==> src/rtl/crc_check_pkg.sv <==
// crc_check_pkg: shared tag type, FSM states and saturating-increment helper for the CRC check stage
package crc_check_pkg;

    localparam int c_tag_width = 8;

    typedef struct packed {
        logic                   valid;
        logic [c_tag_width-1:0] expected;
    } tag_t;

    typedef enum logic [1:0] {IDLE, RUN, DRAIN} state_t;

    function automatic logic [31:0] sat_inc(input logic [31:0] v, input logic [31:0] max);
        return (v == max) ? v : v + 32'd1;
    endfunction

endpackage

==> src/rtl/crc_tag_delay.sv <==
// crc_tag_delay: p_latency-deep valid/payload shift register for pipeline-aligned sideband
module crc_tag_delay #(
    parameter int p_width   = 8,
    parameter int p_latency = 32
) (
    input  logic               clk,
    input  logic               rstN,
    input  logic               flush,
    input  logic               in_valid,
    input  logic [p_width-1:0] in_data,
    output logic               out_valid,
    output logic [p_width-1:0] out_data
);

    logic [p_latency-1:0] vld;
    logic [p_width-1:0]   dat [p_latency];

    // Valid chain: reset or flush drops every in-flight entry, including the one arriving now
    always_ff @(posedge clk) begin
        vld <= (!rstN || flush) ? '0 : p_latency'({vld, in_valid});
    end

    // Payload chain shifts freely; it only matters alongside its valid bit
    always_ff @(posedge clk) begin
        dat[0] <= in_data;
        for (int i = 1; i < p_latency; i++) dat[i] <= dat[i-1];
    end

    assign out_valid = vld[p_latency-1];
    assign out_data  = dat[p_latency-1];

endmodule

==> src/rtl/crc_check_stage.sv <==
// crc_check_stage: compares generator output against latency-aligned expected CRC tags, counts pass/fail
// Optional sticky first-failure capture is enabled by defining CRC_CHECK_STICKY_EN.
module crc_check_stage
    import crc_check_pkg::*;
#(
    parameter int p_width     = 8,
    parameter int p_latency   = 32,
    parameter int p_cnt_width = 16
) (
    input  logic                   clk,
    input  logic                   rstN,
    input  logic                   inp_valid,
    input  logic [p_width-1:0]     inp_expected,
    input  logic [p_width-1:0]     crc_data,
    input  logic                   clear,
    output logic                   outp_valid,
    output logic                   outp_match,
    output logic [p_width-1:0]     outp_crc,
    output logic [p_cnt_width-1:0] pass_cnt,
    output logic [p_cnt_width-1:0] fail_cnt,
    output logic                   busy
`ifdef CRC_CHECK_STICKY_EN
    ,
    output logic                   first_fail,
    output logic [p_width-1:0]     first_fail_crc,
    output logic [p_cnt_width-1:0] first_fail_idx
`endif
);

    localparam int c_fw = $clog2(p_latency + 1);
    localparam logic [p_cnt_width-1:0] c_cnt_max = '1;

    typedef struct packed {
        logic               valid;
        logic [p_width-1:0] expected;
    } tag_w_t;

    tag_w_t          tag_in;
    logic            tail_valid;
    logic [p_width-1:0] tail_exp;
    logic            hit;
    logic [c_fw-1:0] inflight, inflight_nxt;
    state_t          state, state_nxt;

    assign tag_in = '{valid: inp_valid, expected: inp_expected};

    crc_tag_delay #(
        .p_width  (p_width),
        .p_latency(p_latency)
    ) u_tags (
        .clk      (clk),
        .rstN     (rstN),
        .flush    (clear),
        .in_valid (tag_in.valid),
        .in_data  (tag_in.expected),
        .out_valid(tail_valid),
        .out_data (tail_exp)
    );

    // Tail compare, in-flight bookkeeping and next FSM state; IDLE never holds tags
    always_comb begin
        hit          = (crc_data == tail_exp);
        inflight_nxt = inflight + c_fw'(inp_valid) - c_fw'(tail_valid);
        state_nxt    = inp_valid ? RUN : (state != IDLE && inflight_nxt != '0) ? DRAIN : IDLE;
    end

    // Registered result, saturating counters and FSM; clear keeps the last result visible
    always_ff @(posedge clk) begin
        if (!rstN) begin
            outp_valid <= 1'b0;
            outp_match <= 1'b0;
            outp_crc   <= '0;
            pass_cnt   <= '0;
            fail_cnt   <= '0;
            inflight   <= '0;
            state      <= IDLE;
            busy       <= 1'b0;
        end else if (clear) begin
            outp_valid <= 1'b0;
            pass_cnt   <= '0;
            fail_cnt   <= '0;
            inflight   <= '0;
            state      <= IDLE;
            busy       <= 1'b0;
        end else begin
            outp_valid <= tail_valid;
            if (tail_valid) begin
                outp_match <= hit;
                outp_crc   <= crc_data;
            end
            if (tail_valid && hit)
                pass_cnt <= p_cnt_width'(sat_inc(32'(pass_cnt), 32'(c_cnt_max)));
            if (tail_valid && !hit)
                fail_cnt <= p_cnt_width'(sat_inc(32'(fail_cnt), 32'(c_cnt_max)));
            inflight <= inflight_nxt;
            state    <= state_nxt;
            busy     <= (state_nxt != IDLE);
        end
    end

`ifdef CRC_CHECK_STICKY_EN
    // First mismatch since reset/clear is captured once and frozen
    always_ff @(posedge clk) begin
        if (!rstN || clear) begin
            first_fail     <= 1'b0;
            first_fail_crc <= '0;
            first_fail_idx <= '0;
        end else if (tail_valid && !hit && !first_fail) begin
            first_fail     <= 1'b1;
            first_fail_crc <= crc_data;
            first_fail_idx <= pass_cnt + fail_cnt;
        end
    end
`endif

endmodule

==> config.mk <==
export PLATFORM = sky130hd
export DESIGN_NAME = crc_check_stage
export DESIGN_NICKNAME = d
export VERILOG_FILES = /design/src/rtl/crc_check_pkg.sv /design/src/rtl/crc_tag_delay.sv /design/src/rtl/crc_check_stage.sv
export SDC_FILE = /design/constraint.sdc
export NUM_CORES = 1
export LEC_CHECK = 0
export CAP_MARGIN = 20
export CORE_MARGIN = 8
export CORE_UTILIZATION = 56
export DETAILED_ROUTE_END_ITERATION = 10
export PLACE_DENSITY = 0.79
export SLEW_MARGIN = 10
export SYNTH_ARGS = -nofsm -noshare
export SYNTH_HDL_FRONTEND = slang
export SYNTH_SLANG_ARGS = --single-unit
==> constraint.sdc <==
create_clock -name clk -period 2.8 [get_ports clk]
set_input_delay 0.42 -clock clk [delete_from_list [all_inputs] [get_ports clk]]
set_output_delay 0.42 -clock clk [all_outputs]
set_load 0.05 [all_outputs]
==> results of run 1 <==
==> cells in the final DEF (no fill, tap or decap), types with 4 or more instances in the layout <==
cell type,Yosys,routed
sky130_fd_sc_hd__nor3_1,5,5
sky130_fd_sc_hd__and2_1,39,39
sky130_fd_sc_hd__nor2_1,12,12
sky130_fd_sc_hd__clkdlybuf4s50_1,0,62
sky130_fd_sc_hd__clkbuf_16,0,30
sky130_fd_sc_hd__nand2_1,41,41
sky130_fd_sc_hd__o21ai_0,10,10
sky130_fd_sc_hd__ha_1,8,8
sky130_fd_sc_hd__o31ai_1,18,18
sky130_fd_sc_hd__nand4_1,13,13
sky130_fd_sc_hd__mux2i_1,4,4
sky130_fd_sc_hd__or4_1,18,18
sky130_fd_sc_hd__xnor2_1,9,9
sky130_fd_sc_hd__buf_4,0,4
sky130_fd_sc_hd__and3_1,5,5
sky130_fd_sc_hd__clkbuf_1,13,6
sky130_fd_sc_hd__nand2b_1,6,6
sky130_fd_sc_hd__inv_1,11,11
sky130_fd_sc_hd__or3_1,4,4
sky130_fd_sc_hd__a21boi_0,8,8
sky130_fd_sc_hd__nand3_1,7,7
sky130_fd_sc_hd__clkbuf_8,0,9
sky130_fd_sc_hd__dfxtp_1,338,338
sky130_fd_sc_hd__a21oi_1,27,27
==> flip-flops by register name, indices dropped and copies added, names as in the netlist, 2 cells and up <==
name and count:
u_tags.dat 256, u_tags.vld 31, fail_cnt 16, pass_cnt 16, outp_crc 8, inflight 6
state 2
==> stage by stage <==
step / power [mW] / instance area, µm²
2_1_floorplan: 5.21 / 8570
3_3_place_gp: 5.26 / 9370
3_5_place_dp: 5.27 / 9370
4_1_cts: 9.40 / 10400
5_1_grt: 9.63 / 10400
6_report: 9.31 / 10400
==> per-layer routing <==
| layer | vias to the layer above | track usage, % | part of all wire, % |
|---|---|---|---|
| met5 | - | 0 | 0 |
| met4 | 0 | 4.57 | 2.0 |
| met3 | 24 | 4.34 | 7.7 |
| met2 | 147 | 24.1 | 47 |
| met1 | 2194 | 16.5 | 43 |
| li1 | 2298 | - | - |
==> cells in the mapped netlist (9+ instances only) <==
cell,n,area (µm²)
sky130_fd_sc_hd__nand2_1,41,154
sky130_fd_sc_hd__or4_1,18,135
sky130_fd_sc_hd__o21ai_0,10,50.1
sky130_fd_sc_hd__o31ai_1,18,135
sky130_fd_sc_hd__a21oi_1,27,135
sky130_fd_sc_hd__dfxtp_1,338,6770
sky130_fd_sc_hd__inv_1,11,41.3
sky130_fd_sc_hd__nor2_1,12,45.0
sky130_fd_sc_hd__and2_1,39,244
sky130_fd_sc_hd__nand4_1,13,81.3
sky130_fd_sc_hd__xnor2_1,9,78.8
sky130_fd_sc_hd__clkbuf_1,13,48.8
==> worst max-delay path, delay by kind of cell (launching register included) <==
kind | cells | cell delay, ns
fa+ha+maj | 3 | 0.89
compound gates | 3 | 0.48
flops | 1 | 0.34
simple gates | 1 | 0.34
xor+xnor | 1 | 0.22
buf+inv | 1 | 0.04
==> cells by family (layout without fill, tap and decap cells) <==
group,Yosys count,after routing,synth area share (%)
and+or+nand+nor,161,161,10.4
buffers and inverters,30,131,1.53
adders and majority gates,9,9,1.40
muxes,4,4,0.467
DFF,338,338,79.0
AOI/OAI and AO/OA,81,81,6.10
xor gates and xnor gates,11,11,1.12
==> report_power, final <==
| part | switching [mW] | leakage, nW | total [mW] | internal [mW] |
|---|---|---|---|---|
| clock | 1.66 | 0.503 | 4.14 | 2.48 |
| combinational | 0.0556 | 0.722 | 0.110 | 0.0546 |
| sequential | 0.0471 | 2.82 | 5.06 | 5.01 |
==> worst paths after layout <==
kind / endpoint / slack, ns / depth (start not counted)
setup / recovery: busy$_SDFF_PP0_ / 0.35 / 9
hold / removal: u_tags.dat[0][104]$_DFF_P_ / 0.32 / 0
setup reg to reg: busy$_SDFF_PP0_ / 0.35 / 9
hold reg to reg: u_tags.dat[0][104]$_DFF_P_ / 0.32 / 0
==> final cells by class <==
| class | count | share of cell area, % |
|---|---|---|
| Tap cell | 188 | 2.26 |
| Clock inverter | 9 | 1.31 |
| Timing Repair Buffer | 66 | 6.26 |
| Sequential cell | 338 | 65.1 |
| Clock buffer | 45 | 8.63 |
| Inverter | 11 | 0.397 |
| Multi-Input combinational cell | 266 | 16.1 |
==> summary by stage, run 1 <==
Placed design
The total instance count after detailed placement is 869. The total of buffers placed on input and output ports is 62. Detailed placement ended at an HPWL of 8290 µm.

At the end of routability-driven placement, the weighted congestion stood at 0.815. The worst-case setup slack after placement is 0.0836 ns.

Critical path
Tracing the worst setup path back leads to its startpoint at u_tags.vld[31]$_SDFF_PP0_. The critical setup path kind is register to register. The worst register-to-register path begins at u_tags.vld[31]$_SDFF_PP0_. For the worst setup path, the data required time is 3.22 ns. The signal on the critical path passes through ha_1, inv_1, ha_1, fa_1, a21o_1, a21oi_1, xor2_1, nor4bb_1, o21bai_1.

The cell seen most often among critical-path stages is sky130_fd_sc_hd__ha_1. The critical-path cell with the highest stage delay is sky130_fd_sc_hd__fa_1. The critical path's largest stage delay is 0.41 ns. STA classifies the critical path endpoint as a register. Data on the critical path arrives at its endpoint at 2.87 ns. STA classifies the critical path startpoint as a register. The largest fanout on the critical path is 2.

Die
The full die area is 19,500 µm². The chip height is 140 µm. After floorplanning, the core was divided into 45 placement rows. The total core area is 15,100 µm². The chip width is 140 µm. The I/O pin total is 63. The effective utilization at floorplan is 56.8%.

Global route
The pin count of the biggest net entering global routing is 48. The via count of the first global-routing pass was 4,673. The first-pass GRT wire length is 23,000 µm. Global routing consumed, over all layers together, 14.1% of the routing resources. After global routing the overflow that remains totals 0. The number of antenna violations at the first check in global routing is 0.

Route
The number of DRC violations after detailed-routing iteration 0 is 268. The count of vias placed by the detailed router is 4,663. The DRC violation count after routing is 0. In the routed layout, each cell is associated on average with a via count of 5.05. The residual antenna-violating net count after detailed routing is 0. The total detailed-routing wirelength is 13,700 µm. The detail-routed net length per standard cell is 14.8 µm.

The first detailed-routing pass took 7 iterations.

Clock network
Clock-pin slew was measured on the worst setup and hold paths at 0.07 ns. Hold repair after CTS inserted 0 buffers. Once the clock tree was built, the resizer swapped 0 gates to a different size. The number of buffers added for setup after CTS is 0.

Clock tree synthesis inserted a total of 30 buffers. At the later pin of the worst-skew pair, clock insertion delay measures 0.55 ns. The tree built by TritonCTS fans out to 338 sinks. TritonCTS built the clock tree. The cell chosen for the clock root is sky130_fd_sc_hd__clkbuf_16. The maximum level of the CTS H-tree is 1. The clock passes through at most 3 buffers.

Layout
The final core utilization is 68.9%. The count of fill cells added during filler insertion is 1,013. The diode insertion count for antenna repair is 0. The final net count is 742.

The sequential standard cell area is 6770 µm². Of the cells placed in the final design, the portion with a size suffix greater than 1 is 7.76%. In the final layout, the multi-input gates occupy 1670 µm². The number of cells in the finished layout apart from fillers is 923.

The post-synthesis to final-layout area growth is 21.4%.

Logic synthesis
The number of flops mapped to enable cells by yosys is 0. Synthesis instantiated 43 different standard cells from the library. After synthesis the netlist holds a flip-flop and latch count of 338. The share of synthesized registers carrying an async set or reset is 0%. The average size of a mapped cell is 13.5 µm². The post-synth design cell area is 8570 µm². Of the synthesized area, sequential elements account for 79.0%. The post-synthesis cell count is 634.

The Yosys warning count is 0. The most used flip-flop cell after synthesis is sky130_fd_sc_hd__dfxtp_1. The number of nets handed over by synthesis was 663.

STA
The maximum clock frequency is 408 MHz. After layout, the worst setup slack is 0.347 ns. For the final routed database, the setup TNS stands at 0 ns. Dividing the final minimum period by the clock period gives 87.6%. For the pin with the worst max-slew slack, the measured transition is 0.892 ns.

The number of failing hold endpoints at the final stage is 0. The worst path needs 2.45 ns of the cycle, external delays included. Setup repair after global routing left no endpoint under its margin. Setup violations remaining at the end of the flow were counted as 0. The worst clock skew is 0.0168 ns. The worst hold margin is 0.322 ns. The number of pins with negative max-slew slack in the final report is 0. The remaining max-slew budget at the tightest pin is 40.5%.

Power
The analysis attributes to cell leakage a power of 4.05 nW. Power spread over the standard cell area amounts to 895 nW/µm². The peak ir drop on the vdd network is 0.000572 V.

Job
Max-cap violations in this run came to 0.

Min path
The beginning of the worst hold path is u_tags.dat[0][96]$_DFF_P_. The type of the worst min-delay path is register to register.

Status
The run finished with clean final reports.
No activity file was read; power rests on OpenSTA's default activity.
==> inputs of run 2 (changes only) <==
--- a/config.mk
+++ b/config.mk
@@ -9,6 +9,7 @@
 export CORE_MARGIN = 8
 export CORE_UTILIZATION = 56
 export DETAILED_ROUTE_END_ITERATION = 10
+export HOLD_SLACK_MARGIN = 0.15
 export PLACE_DENSITY = 0.79
 export SLEW_MARGIN = 10
 export SYNTH_ARGS = -nofsm -noshare
==> constraint.sdc (replaced) <==
create_clock -name clk -period 2.29 [get_ports clk]
set_input_delay 0.3435 -clock clk [delete_from_list [all_inputs] [get_ports clk]]
set_output_delay 0.3435 -clock clk [all_outputs]
set_load 0.05 [all_outputs]
==> summary by stage, run 2 (synthesis gave the netlist of run 1 again) <==
Status
The flow ran to the end, and the final reports show no timing, DRC or antenna violations.

Critical path
The slowest stage of the critical path belongs to the cell sky130_fd_sc_hd__clkdlybuf4s50_1. The critical path's top delay family is buffers and inverters. Traced cell by cell, the critical path runs through clkdlybuf4s50_1. The critical path's largest stage delay came to 0.88 ns (+0.47 ns). The endpoint arrival time on the critical path is 1.86 ns (-1.01 ns). The data required time of the worst path is 1.95 ns (-1.27 ns). The setup path with the least slack is of type register to output pin. The critical path launch point type is a register. The buffering stage count on the worst path with inverters included is 1 (unchanged). The worst setup path is captured at an output pin. The largest fanout on the critical path was 6 (+4).

Global route
The first-pass GRT wire length is 22,600 µm (-1.8%). The total track usage was 13.8% (-0.29 points). The number of antenna violations at the first check in global routing is 0 (unchanged). The via count of the first global-routing pass is 4,771 (+2.1%). The pin count of the biggest net entering global routing is 31 (-35%). The total congestion overflow is 0 (unchanged).

Route
The detail-routed net length per standard cell is 14.6 µm (-1.3%). The count of vias placed by the detailed router is 4,656 (-0.15%). The via density per instance is 5.00 (-1.1%). The total detailed-routing wirelength was 13,600 µm (-0.32%). The DRC violation count after routing came to 0 (unchanged).

The number of DRC violations after detailed-routing iteration 0 was 199 (-26%). The residual antenna-violating net count after detailed routing is 0 (unchanged). The count of TritonRoute iterations in the first routing pass came to 4 (-3).

Die
The count of standard-cell rows is 45 (unchanged). The total core area came to 15,100 µm² (unchanged). The chip height is 140 µm (unchanged). The effective utilization at floorplan is 56.8% (unchanged). The chip width is 140 µm (unchanged). The full die area is 19,500 µm² (unchanged). The I/O pin total is 63 (unchanged).

Clock network
The deepest clock path buffer count is 3 (unchanged). The maximum level of the CTS H-tree is 1 (unchanged). The clock sink count came to 338 (unchanged). The clock latency on the worst-skew pair was 0.54 ns (about the same).

TritonCTS built the clock tree. The number of buffers added by the clock tree synthesis step is 29 (-3.3%). The clock transition at the registers of the reported paths is 0.06 ns (about the same). The cell chosen for the clock root is sky130_fd_sc_hd__clkbuf_16.

Layout
The top cell types in the final layout, fill and taps aside, are 336 x sky130_fd_sc_hd__dfxtp_1, 60 x sky130_fd_sc_hd__clkdlybuf4s50_1, 41 x sky130_fd_sc_hd__nand2_1. From synthesis to final layout, the design area changed by 22.0%. The multi-input gate area in the final layout is 1730 µm² (+3.5%).

More flip-flops sit in one register than any other, and that register is u_tags.dat. The sequential standard cell area is 6770 µm² (about the same). The library cell used most frequently in the layout, excluding fill and tap cells, is sky130_fd_sc_hd__dfxtp_1. The proportion of layout cells with a drive suffix above 1 came to 9.95% (+2.2 points).

The count of fill cells added during filler insertion is 995 (-1.8%). The diode insertion count for antenna repair came to 0 (unchanged). The largest registers in the layout are u_tags.dat (256), u_tags.vld (31).

The final net count is 756 (+1.9%). The number of flip-flops in the largest register is 256 (unchanged).

STA
The worst clock skew is 0.0110 ns (-0.00583 ns). The number of pins with negative max-slew slack in the final report is 0 (unchanged). The final worst setup slack came to 0.0820 ns (-0.265 ns). The remaining max-slew budget at the tightest pin is 60.3% (+20 points). The worst-margin pin slew came to 0.593 ns (-0.299 ns). The final-report setup violation count is 0 (unchanged). After layout, the minimum clock period comes to 2.21 ns.

The number of failing hold endpoints at the final stage is 0 (unchanged). For this run, the top clock speed supported by timing is 453 MHz. Setup repair after global routing could not meet its margin everywhere. The final total negative setup slack came to 0 ns (unchanged).

In the finished design, the share of the clock period the worst path needs comes to 96.4%.

Placed design
The total of buffers placed on input and output ports is 62 (unchanged). The final weighted congestion of routability-driven global placement is 0.799 (-2.0%). The post-DP HPWL came to 8540 µm (+3.1%). The worst-case setup slack after placement is -0.319 ns (-0.402 ns).

Min path
The worst hold path belongs to the class input pin to register.

Power
The peak ir drop on the vdd network is 0.000981 V (+71%). The share of power burned in combinational logic is 1.6% (+0.4 points). The clock power share was 41.9% (-2.6 points). The switching part of the total was 19.1% (+0.21 points). The static leakage was 4.10 nW (+1.4%). The total net switching power was 2.09 mW (+19%). The part of the total power dissipated in sequential elements is 56.6% (+2.3 points). The power per standard cell area is 1050 nW/µm² (+17%). The total internal power is 8.84 mW (+17%). The overall power is 10.9 mW (+17%).

Job
The number of max-cap violations is 0 (unchanged).
-- run 2: cell types whose count changed in the layout (fill, tap and decap cells not counted), moves of 2 or more --
cell,before,now
sky130_fd_sc_hd__buf_4,4,18
sky130_fd_sc_hd__ha_1,8,6
sky130_fd_sc_hd__clkbuf_8,9,2
sky130_fd_sc_hd__inv_1,11,9
sky130_fd_sc_hd__ha_4,0,2
sky130_fd_sc_hd__dfxtp_1,338,336
sky130_fd_sc_hd__clkdlybuf4s50_1,62,60
sky130_fd_sc_hd__inv_2,0,2
sky130_fd_sc_hd__clkbuf_1,6,9
sky130_fd_sc_hd__dlymetal6s2s_1,0,2
sky130_fd_sc_hd__dfxtp_2,0,2
-- run 2: stage by stage --
stage                     std cells  cell area [µm²]  utilization, %  hold WS, ns
after floorplan                 634             8570               -        0.310
after global placement          883             9490            62.9        0.311
after detailed placement        883             9490            62.9        0.312
after CTS                       932            10400            69.1        0.223
after global routing            932            10500            69.3        0.225
final                           932            10500            69.3        0.242
-- run 2: power groups by stage --
stage                     sequential (mW)  clock (mW)  combinational [mW]
after global routing                 6.21        4.93               0.185
after CTS                            6.19        4.70               0.165
after floorplan                      6.29           0              0.0730
after detailed placement             6.32           0               0.147
after global placement               6.30           0               0.139
final                                6.18        4.58               0.173
-- run 2: routing by layer --
layer	share of wire (%)	wire length [µm]	vias to the layer above	GRT usage, %
li1	-	-	2318	-
met1	44	6030	2154	16.9
met2	46	6270	148	23.0
met3	6.6	903	36	3.59
met4	3.0	414	0	5.14
met5	0	0	-	0
-- run 2: worst reg2reg max path, stage by stage (launching register included) --
cell	delay, ns
sky130_fd_sc_hd__dfxtp_2	0.32
sky130_fd_sc_hd__inv_2	0.04
sky130_fd_sc_hd__ha_4	0.25
sky130_fd_sc_hd__inv_2	0.04
sky130_fd_sc_hd__ha_4	0.16
sky130_fd_sc_hd__fa_2	0.37
sky130_fd_sc_hd__a21o_1	0.19
sky130_fd_sc_hd__a21oi_2	0.14
sky130_fd_sc_hd__xor2_1	0.23
sky130_fd_sc_hd__nor4bb_4	0.26
sky130_fd_sc_hd__o21bai_1	0.09
-- run 2: final cells by class --
type | instances | area share, %
Sequential cell | 338 | 64.7
Inverter | 11 | 0.395
Tap cell | 188 | 2.25
Clock buffer | 40 | 7.53
Clock inverter | 8 | 1.06
Timing Repair Buffer | 81 | 7.47
Multi-Input combinational cell | 266 | 16.6
-- run 2: path summary, 6_finish.rpt --
kind                            cells past startpoint                  startpoint  slack [ns]                          to
worst max-delay path                                1    fail_cnt[2]$_SDFFE_PP0P_        0.08                 fail_cnt[2]
worst min-delay path                                1             inp_expected[7]        0.24    u_tags.dat[0][7]$_DFF_P_
worst max register to register                     10      inflight[0]$_SDFF_PP0_        0.10             busy$_SDFF_PP0_
worst min register to register                      0  u_tags.dat[1][112]$_DFF_P_        0.32  u_tags.dat[1][120]$_DFF_P_
-- run 2: what timing repair did --
item / 4_1_cts / 5_1_grt
buffers inserted: 1 / 0
setup endpoints to repair: 2 / 5
pin swaps: 2 / 4
gates resized for setup: 5 / 10
hold buffers: 0 / 0
